`config.mk`:
```
export PLATFORM = sky130hd
export DESIGN_NAME = sar_adc_ctrl
export DESIGN_NICKNAME = d
export VERILOG_FILES = /design/src/rtl/sinewave_pkg.sv /design/src/rtl/sar_register.sv /design/src/rtl/sar_adc_ctrl.sv
export SDC_FILE = /design/constraint.sdc
export NUM_CORES = 1
export LEC_CHECK = 0
export ABC_AREA = 1
export ABC_CLOCK_PERIOD_IN_PS = 1790
export CORE_ASPECT_RATIO = 0.7
export CORE_MARGIN = 10
export CORE_UTILIZATION = 45
export DETAILED_ROUTE_END_ITERATION = 6
export GPL_ROUTABILITY_DRIVEN = 0
export GPL_TIMING_DRIVEN = 0
export HOLD_SLACK_MARGIN = 0.12
export PLACE_DENSITY = 0.69
export SLEW_MARGIN = 20
export SYNTH_ARGS = -nofsm -noshare
export SYNTH_HDL_FRONTEND = slang
export SYNTH_HIERARCHICAL = 1
export SYNTH_SLANG_ARGS = --single-unit
```
`constraint.sdc`:
```
create_clock -name clk -period 1.79 [get_ports clk]
set_input_delay 0.358 -clock clk [delete_from_list [all_inputs] [get_ports clk]]
set_output_delay 0.358 -clock clk [all_outputs]
set_load 0.02 [all_outputs]
```
`src/rtl/sinewave_pkg.sv`:
```
// Shared definitions for the sine-wave DAC/ADC chain: converter resolution
// and the SAR controller state encoding.
package sinewave_pkg;

    localparam int ADC_NBITS = 12;

    typedef enum logic [1:0] {
        ST_IDLE    = 2'd0,
        ST_SAMPLE  = 2'd1,
        ST_CONVERT = 2'd2,
        ST_DONE    = 2'd3
    } adc_state_e;

endpackage

```
`src/rtl/sar_register.sv`:
```
// Successive-approximation register: the trial code plus a one-hot pointer
// to the bit currently under test.
module sar_register
    import sinewave_pkg::*;
#(
    parameter int NBITS = ADC_NBITS
) (
    input  logic             clk,
    input  logic             rst_n,
    input  logic             clear,
    input  logic             load_msb,
    input  logic             step,
    input  logic             cmp,
    output logic [NBITS-1:0] code,
    output logic             last_bit
);

    localparam logic [NBITS-1:0] MSB_ONEHOT = {1'b1, {(NBITS-1){1'b0}}};

    logic [NBITS-1:0] code_q, code_d;
    logic [NBITS-1:0] ptr_q, ptr_d;

    // A step resolves the bit under test and raises the next lower trial bit;
    // after the LSB the pointer rewinds to the MSB, ready for the next run.
    always_comb begin
        code_d = code_q;
        ptr_d  = ptr_q;
        if (clear) begin
            code_d = '0;
            ptr_d  = MSB_ONEHOT;
        end else if (load_msb) begin
            code_d = MSB_ONEHOT;
            ptr_d  = MSB_ONEHOT;
        end else if (step) begin
            code_d = (cmp ? code_q : (code_q & ~ptr_q)) | (ptr_q >> 1);
            ptr_d  = ptr_q[0] ? MSB_ONEHOT : (ptr_q >> 1);
        end
    end

    always_ff @(posedge clk or negedge rst_n) begin
        if (!rst_n) begin
            code_q <= '0;
            ptr_q  <= MSB_ONEHOT;
        end else begin
            code_q <= code_d;
            ptr_q  <= ptr_d;
        end
    end

    assign code     = code_q;
    assign last_bit = ptr_q[0];

endmodule

```
`src/rtl/sar_adc_ctrl.sv`:
```
// SAR ADC controller: tracks for SAMPLE_TICKS en ticks, then resolves one bit
// per en tick against an external DAC and comparator.
module sar_adc_ctrl
    import sinewave_pkg::*;
#(
    parameter int NBITS        = ADC_NBITS,
    parameter int SAMPLE_TICKS = 4,
    parameter bit CONTINUOUS   = 1'b0
) (
    input  logic             clk,
    input  logic             rst_n,
    input  logic             en,
    input  logic             start,
    input  logic             cmp_in,
    output logic [NBITS-1:0] dac_code,
    output logic             sample,
    output logic             busy,
    output logic [NBITS-1:0] data,
    output logic             data_valid
);

    localparam int TW = (SAMPLE_TICKS > 1) ? $clog2(SAMPLE_TICKS) : 1;

    adc_state_e       state_q, state_d;
    logic [TW-1:0]    tick_q, tick_d;
    logic             sample_q, sample_d;
    logic             busy_q, busy_d;
    logic [NBITS-1:0] data_q, data_d;
    logic             valid_q, valid_d;

    logic             go;
    logic             last_tick;
    logic             sar_clear, sar_load, sar_step;
    logic             last_bit;

    assign go        = start || CONTINUOUS;
    assign last_tick = (tick_q == TW'(SAMPLE_TICKS - 1));

    sar_register #(.NBITS(NBITS)) u_sar (
        .clk      (clk),
        .rst_n    (rst_n),
        .clear    (sar_clear),
        .load_msb (sar_load),
        .step     (sar_step),
        .cmp      (cmp_in),
        .code     (dac_code),
        .last_bit (last_bit)
    );

    always_ff @(posedge clk or negedge rst_n) begin
        if (!rst_n) begin
            state_q  <= ST_IDLE;
            tick_q   <= '0;
            sample_q <= 1'b0;
            busy_q   <= 1'b0;
            data_q   <= '0;
            valid_q  <= 1'b0;
        end else begin
            state_q  <= state_d;
            tick_q   <= tick_d;
            sample_q <= sample_d;
            busy_q   <= busy_d;
            data_q   <= data_d;
            valid_q  <= valid_d;
        end
    end

    always_comb begin
        state_d = state_q;
        case (state_q)
            ST_IDLE:    if (go) state_d = ST_SAMPLE;
            ST_SAMPLE:  if (en && last_tick) state_d = ST_CONVERT;
            ST_CONVERT: if (en && last_bit) state_d = ST_DONE;
            ST_DONE:    state_d = ST_IDLE;
            default:    state_d = ST_IDLE;
        endcase
    end

    always_comb begin
        tick_d    = tick_q;
        sample_d  = sample_q;
        busy_d    = busy_q;
        data_d    = data_q;
        valid_d   = 1'b0;
        sar_clear = 1'b0;
        sar_load  = 1'b0;
        sar_step  = 1'b0;
        case (state_q)
            ST_IDLE: begin
                if (go) begin
                    busy_d    = 1'b1;
                    sample_d  = 1'b1;
                    tick_d    = '0;
                    sar_clear = 1'b1;
                end
            end
            ST_SAMPLE: begin
                if (en) begin
                    tick_d = tick_q + 1'b1;
                    if (last_tick) begin
                        sample_d = 1'b0;
                        sar_load = 1'b1;
                    end
                end
            end
            ST_CONVERT: begin
                if (en) begin
                    sar_step = 1'b1;
                    // The LSB decision is folded in directly; the register
                    // only catches up on the same edge.
                    if (last_bit) begin
                        data_d  = {dac_code[NBITS-1:1], cmp_in};
                        valid_d = 1'b1;
                    end
                end
            end
            ST_DONE: begin
                busy_d = 1'b0;
            end
            default: begin
                busy_d   = 1'b0;
                sample_d = 1'b0;
            end
        endcase
    end

    assign sample     = sample_q;
    assign busy       = busy_q;
    assign data       = data_q;
    assign data_valid = valid_q;

endmodule

```
Word-level counts from Yosys, hierarchy flattened
Index checks and enable logic that the tools add are counted.
{ "totals": {"out_inout_bits": 27, "inputBits": 5, "regBits": 43, "wordCells": 62} }
{ "classes": {"n_reduce_logical": 11, "addsub": 1, "muxes": 30, "n_bitwise": 3, "eq_ne": 9} }
{ "op_table": {"columns": ["cell", "n"], "rows": [
  ["12-bit 2-to-1 mux", 8],
  ["1-bit 2-to-1 mux", 13],
  ["12-bit bitwise AND", 1],
  ["12-bit NOT", 1],
  ["12-bit by 11-bit bitwise OR with 12-bit output", 1],
  ["2-bit 2-to-1 mux", 5],
  ["2-bit != test, second input constant", 5],
  ["3-bit AND reduction", 3],
  ["2-bit one-hot mux with 4 select lines", 1],
  ["2-bit equality test, second input constant", 3],
  ["1-bit one-hot mux with 2 select lines", 2],
  ["2-bit one-hot mux with 2 select lines", 1],
  ["4-bit AND reduction", 1],
  ["2-bit nonzero test", 2],
  ["3-bit nonzero test", 1],
  ["2-bit by 1-bit adder with 2-bit output, second input constant", 1],
  ["2-bit by 1-bit equality test with 1-bit output, second input constant", 1],
  ["1-bit logical AND", 2],
  ["2-bit logical NOT", 1],
  ["2-bit AND reduction", 1]
]} }

Longest topological paths before layout
{ "depth": {"word_depth": 7, "depth_mapped": 10} }

Modules after synthesis
The synthesis kept the hierarchy.
{ "modules_own_cells": {"columns": ["mod", "cells_per_inst", "seq_area_each_um2", "instances", "area_each_um2"], "rows": [
  ["sar_register", 135, 601.8, 1, 1128.6],
  ["sar_adc_ctrl", 105, 475.5, 1, 888.4]
]} }

Worst setup path after synthesis
OpenSTA, ideal clock, no wires.
{ "synth_path": {"path_type": "reg-to-reg", "from": "register state_q[1]", "to": "register u_sar.code_q[10] (netlist: u_sar/code[10])", "arrival_ns": 1.369, "required_time_ns": 1.674, "period_less_slack_ns": 1.485, "setup_slack_ns": 0.305, "path_stages_with_launch": 11, "cell_sequence": "dfrtp_1 > inv_1 > ha_1 > inv_1 > nor2_1 > nor2_4 > inv_4 > nor2_8 > buf_6 > nand2_1 > nand2_1"} }
{ "synth_via": {"elab_chain_len": 4} }
{ "synth_rtl": {"columns": ["item", "line", "text"], "rows": [
  ["start, declared", "sar_adc_ctrl.sv:24", "adc_state_e state_q, state_d;"],
  ["start signal, assigned", "sar_adc_ctrl.sv:59", "state_q <= state_d;"],
  ["2-bit by 1-bit equality test with 1-bit output (*)", "sar_adc_ctrl.sv:88", "case (state_q)"],
  ["1-bit 2-to-1 mux (*)", "sar_adc_ctrl.sv:88", null],
  ["via sar_load", "sar_adc_ctrl.sv:33", "logic sar_clear, sar_load, sar_step;"],
  ["12-bit 2-to-1 mux", "sar_register.sv:31", "end else if (load_msb) begin"],
  ["12-bit 2-to-1 mux", "sar_register.sv:28", "if (clear) begin"],
  ["end signal, assigned", "sar_register.sv:45", "code_q <= code_d;"],
  ["end, declared", "sar_register.sv:20", "logic [NBITS-1:0] code_q, code_d;"]
]} }
Mark *: on every way through the listed nets, which the timed path passes. The rest lies on a longest branch.
A chain may end at the register's enable or synchronous reset.

Worst setup path after layout
{ "layout_path": {"from": "register u_sar.code_q[11] (netlist: u_sar/code[11])", "to": "output dac_code[11]"} }
{ "layout_lines": {"columns": ["item", "line", "text"], "rows": [
  ["end, declared", "sar_adc_ctrl.sv:15", "output logic [NBITS-1:0] dac_code,"]
]} }
No word-level cell between the ends.

==> metrics.md <==
| Metric | Value |
|---|---|
| Period utilization | `95.08%` |
| Most used standard cell by instance count after synthesis | `sky130_fd_sc_hd__nand2_1` |
| End of the worst register-to-register path | `u_sar/code[4]` |
| Most numerous cell types in the synthesized netlist | `sky130_fd_sc_hd__nand2_1 (117), sky130_fd_sc_hd__dfrtp_1 (42), sky130_fd_sc_hd__inv_1 (18)` |
| Via count of the first global-routing pass | `1504` |
| Post-synthesis sequential element count | `43` |
| Xor-xnor portion of the synthesized cell area | `0%` |
| Hold Crit Depth | `2` |
| Startpoint of the lowest-slack register-to-register path | `state_q[1]` |
| Clock tree from TritonCTS | `done` |
| Area of all sequential standard cells | `1077 um2` |
| Source-to-sink clock delay at the later pin of the worst-skew pair | `290 ps` |
| Ports placed on the boundary | `32` |
| Post-CTS Repair Setup Buffers | `0` |
| Cell area after placement | `2411 um2` |
| Setup total negative slack | `0 ps` |
| Post-synthesis to final-layout area growth | `25.00%` |
| Post-cts sizing count | `0` |
| Area used by multi-input combinational logic | `782.0 um2` |
| Share of post-route cells with drive strength above 1 | `12.46%` |
| Arithmetic-cell share of the synthesized area counting full adders, half adders and majority gates | `3.102%` |
| Post-layout net count | `290` |
| Part of the power in the clock network | `23.8%` |
| Number of warnings printed during yosys synthesis | `6` |
| Final critical delay including setup and external delays | `1702 ps` |
| Pre-CTS setup slack | `-66.34 ps` |
| Wire length of the first global-routing pass | `7396 um` |
| Run status | `completed` |
| Cell family with the largest share of critical-path delay | `buffers and inverters` |
| Leakage power summed over all cells | `1.350 nW` |
| Required time of the critical path | `1430 ps` |
| Int Pwr | `1.804 mW` |
| Number of sinks handled by clock tree synthesis | `43` |
| Class of the tightest hold or removal check | `reg2reg` |
| Sequential cell area fraction in the yosys report | `53.41%` |
| Clock buffer depth | `2` |
| Total of fill cells in the finished design | `383` |
| Most area-hungry cell type in the Yosys netlist | `sky130_fd_sc_hd__dfrtp_1` |
| Number of enable flip-flop cells after synthesis | `0` |
| Main synth FF type | `sky130_fd_sc_hd__dfrtp_1` |
| Startpoint type of the worst setup path | `flip-flop` |
| Async set or reset register ratio after synthesis | `100.0%` |
| Antenna violations before repair | `0` |
| Fin. max-slew vios | `0` |
| Power density of the placed cells | `1107 nW/um2` |
| Largest stage delay, worst path | `640 ps` |
| Worst Reg-to-Reg Cells | `10` |
| Compound-gate portion of the synthesized area | `3.846%` |
| Library cell used as clock root buffer | `sky130_fd_sc_hd__clkbuf_8` |
| Number of buffers created by CTS | `5` |
| Syn Std Cell Area | `2017 um2` |
| Wire length after detailed routing | `4182 um` |
| Detailed Routing Iterations Pass 1 | `4` |
| Mean number of vias per cell | `4.643` |
| R2R setup slack | `130 ps` |
| Synth area leaders | `sky130_fd_sc_hd__dfrtp_1 (52%), sky130_fd_sc_hd__nand2_1 (22%), sky130_fd_sc_hd__inv_1 (3.3%)` |
| CTS H-tree lvls | `2` |
| Non-filler cells, final | `336` |
| NetSw | `0.9867 mW` |
| All-Layer GR Usage | `11.43%` |
| Max_cap viols | `0` |
| Maximum VDD drop | `0.4551 mV` |
| Worst Hold Slack | `483.8 ps` |
| Pin count of the biggest net entering global routing | `27` |
| Die footprint | `7603 um2` |
| Post-detailed-placement half-perimeter wirelength | `3262 um` |
| Die X-Extent | `100.0 um` |
| Multiplexer fraction of the synthesized cell area | `0%` |
| WP buf/inv | `1` |
| Number of hold violations in the final report | `0` |
| Slew HR | `72.74%` |
| Highest net fanout along the worst path | `4` |
| Share of synthesized cell area in and, or, nand and nor gates | `31.82%` |
| DR iter-0 viols | `70` |
| Final number of setup-violating endpoints | `0` |
| Final std cell area, no fill | `2521 um2` |
| Area fraction of the dominant cell type after synthesis | `52.11%` |
| Kind of critical path | `reg2out` |
| Synthesized Nets | `250` |
| Die outline height | `76.02 um` |
| Number of buffers added on ports | `31` |
| Core region area | `4329 um2` |
| Worst-path clk slew | `80 ps` |
| Slew @ Worst Pin | `409.0 ps` |
| Congestion Overflow GR | `0` |
| Crit. End Element | `output port` |
| Register share of total power | `44.0%` |
| Gate count after technology mapping | `240` |
| ANT nets after route | `0` |
| Net switching fraction of the power | `35.35%` |
| Initial Utilization | `46.59%` |
| Largest family of logic cells by synthesized area | `simple AND/OR/NAND/NOR gates` |
| Setup repair after global routing missed its margin | `no` |
| Max frequency | `587.6 MHz` |
| Hold endpoint | `data[6]` |
| Post-synth cell types | `23` |
| Data arrival time of the critical path | `1340 ps` |
| Hold_sp | `data[6]` |
| Average instance area after synthesis | `8.404 um2` |
| Setup WS post-layout | `88.10 ps` |
| CP Cell Sequence | `clkdlybuf4s50_1` |
| Proportion of power drawn by combinational gates | `32.2%` |
| Placed Cells incl. Taps | `327` |
| Worst path slowest cell | `sky130_fd_sc_hd__clkdlybuf4s50_1` |
| Final clock skew | `5.096 ps` |
| Number of rows in the core area | `20` |
| Drt drc | `0` |
| Number of vias after detailed routing | `1560` |
| Avg WL per Cell | `12.45 um` |
| Diodes inserted | `0` |
[layer usage]
metal	wire, um	GRT usage, %	share of wire [%]
met5	0	0	0
met2	1760	16.45	42
met3	236	2.989	5.6
met4	25	3.803	0.60
met1	2160	16.09	52
[cell usage in the layout (no fill, tap or decap), drive strengths merged]
cell type / n
o211ai: 1
clkdlybuf4s50: 30
dfstp: 1
nor3: 1
ha: 5
buf: 8
nand3: 9
o21ai: 11
dlygate4sd3: 1
dfrtp: 42
nor2: 8
clkbuf: 8
a21oi: 3
inv: 23
nand2: 128
nand4: 2
[cell type report]
| type | instances | area share [%] |
|---|---|---|
| plain buffers | 6 | 2.630 |
| well taps | 55 | 2.730 |
| flip-flops and latches | 43 | 42.73 |
| multi-input cells | 168 | 31.02 |
| clock buffers | 8 | 3.970 |
| inverters | 23 | 3.623 |
| repair buffers | 33 | 13.30 |
[power by group through the flow]
stage          combinational, mW  sequential [mW]  clock, mW
6_report                   0.899             1.23      0.665
5_1_grt                     1.02             1.25      0.714
4_1_cts                    0.910             1.23      0.681
3_5_place_dp               0.903             1.25          0
3_3_place_gp               0.881             1.24          0
2_1_floorplan              0.589             1.27          0
[cell families after synthesis]
family / Yosys count
adders and majority gates: 5
buffers and inverters: 29
and+or+nand+nor: 148
AOI/OAI and AO/OA: 15
DFF: 43
[timing repair]
item                                    4_1_cts  5_1_grt
hold endpoints to repair                     17        0
hold buffers                                  1        0
endpoints found under the setup margin        0        0
[worst max path at each step]
stage / start / endpoint / slack (ps) / cells past startpoint
3_5_place_dp: en / u_sar/ptr_q[5] / -70 / 9
6_report: u_sar/code[11] / dac_code[11] / 90 / 1
4_1_cts: u_sar/code[3] / dac_code[3] / 70 / 1
2_1_floorplan: state_q[1] / u_sar/code[10] / 300 / 10
3_3_place_gp: rst_n / busy / -740 / 1
5_1_grt: state_q[0] / u_sar/code[4] / 4 / 10
[state kept, by name (all words and copies together) (netlist names)]
name and flops:
tick_q 2, busy 1, state_q 2, u_sar/code 12
u_sar/ptr_q 12, sample 1, data 12, data_valid 1
[stage by stage]
stage	total power, mW	util [%]
2_1_floorplan	1.864	-
3_3_place_gp	2.124	55.35
3_5_place_dp	2.150	55.69
4_1_cts	2.818	58.24
5_1_grt	2.984	58.24
6_report	2.791	58.24
(Power assumes the default switching activity.)
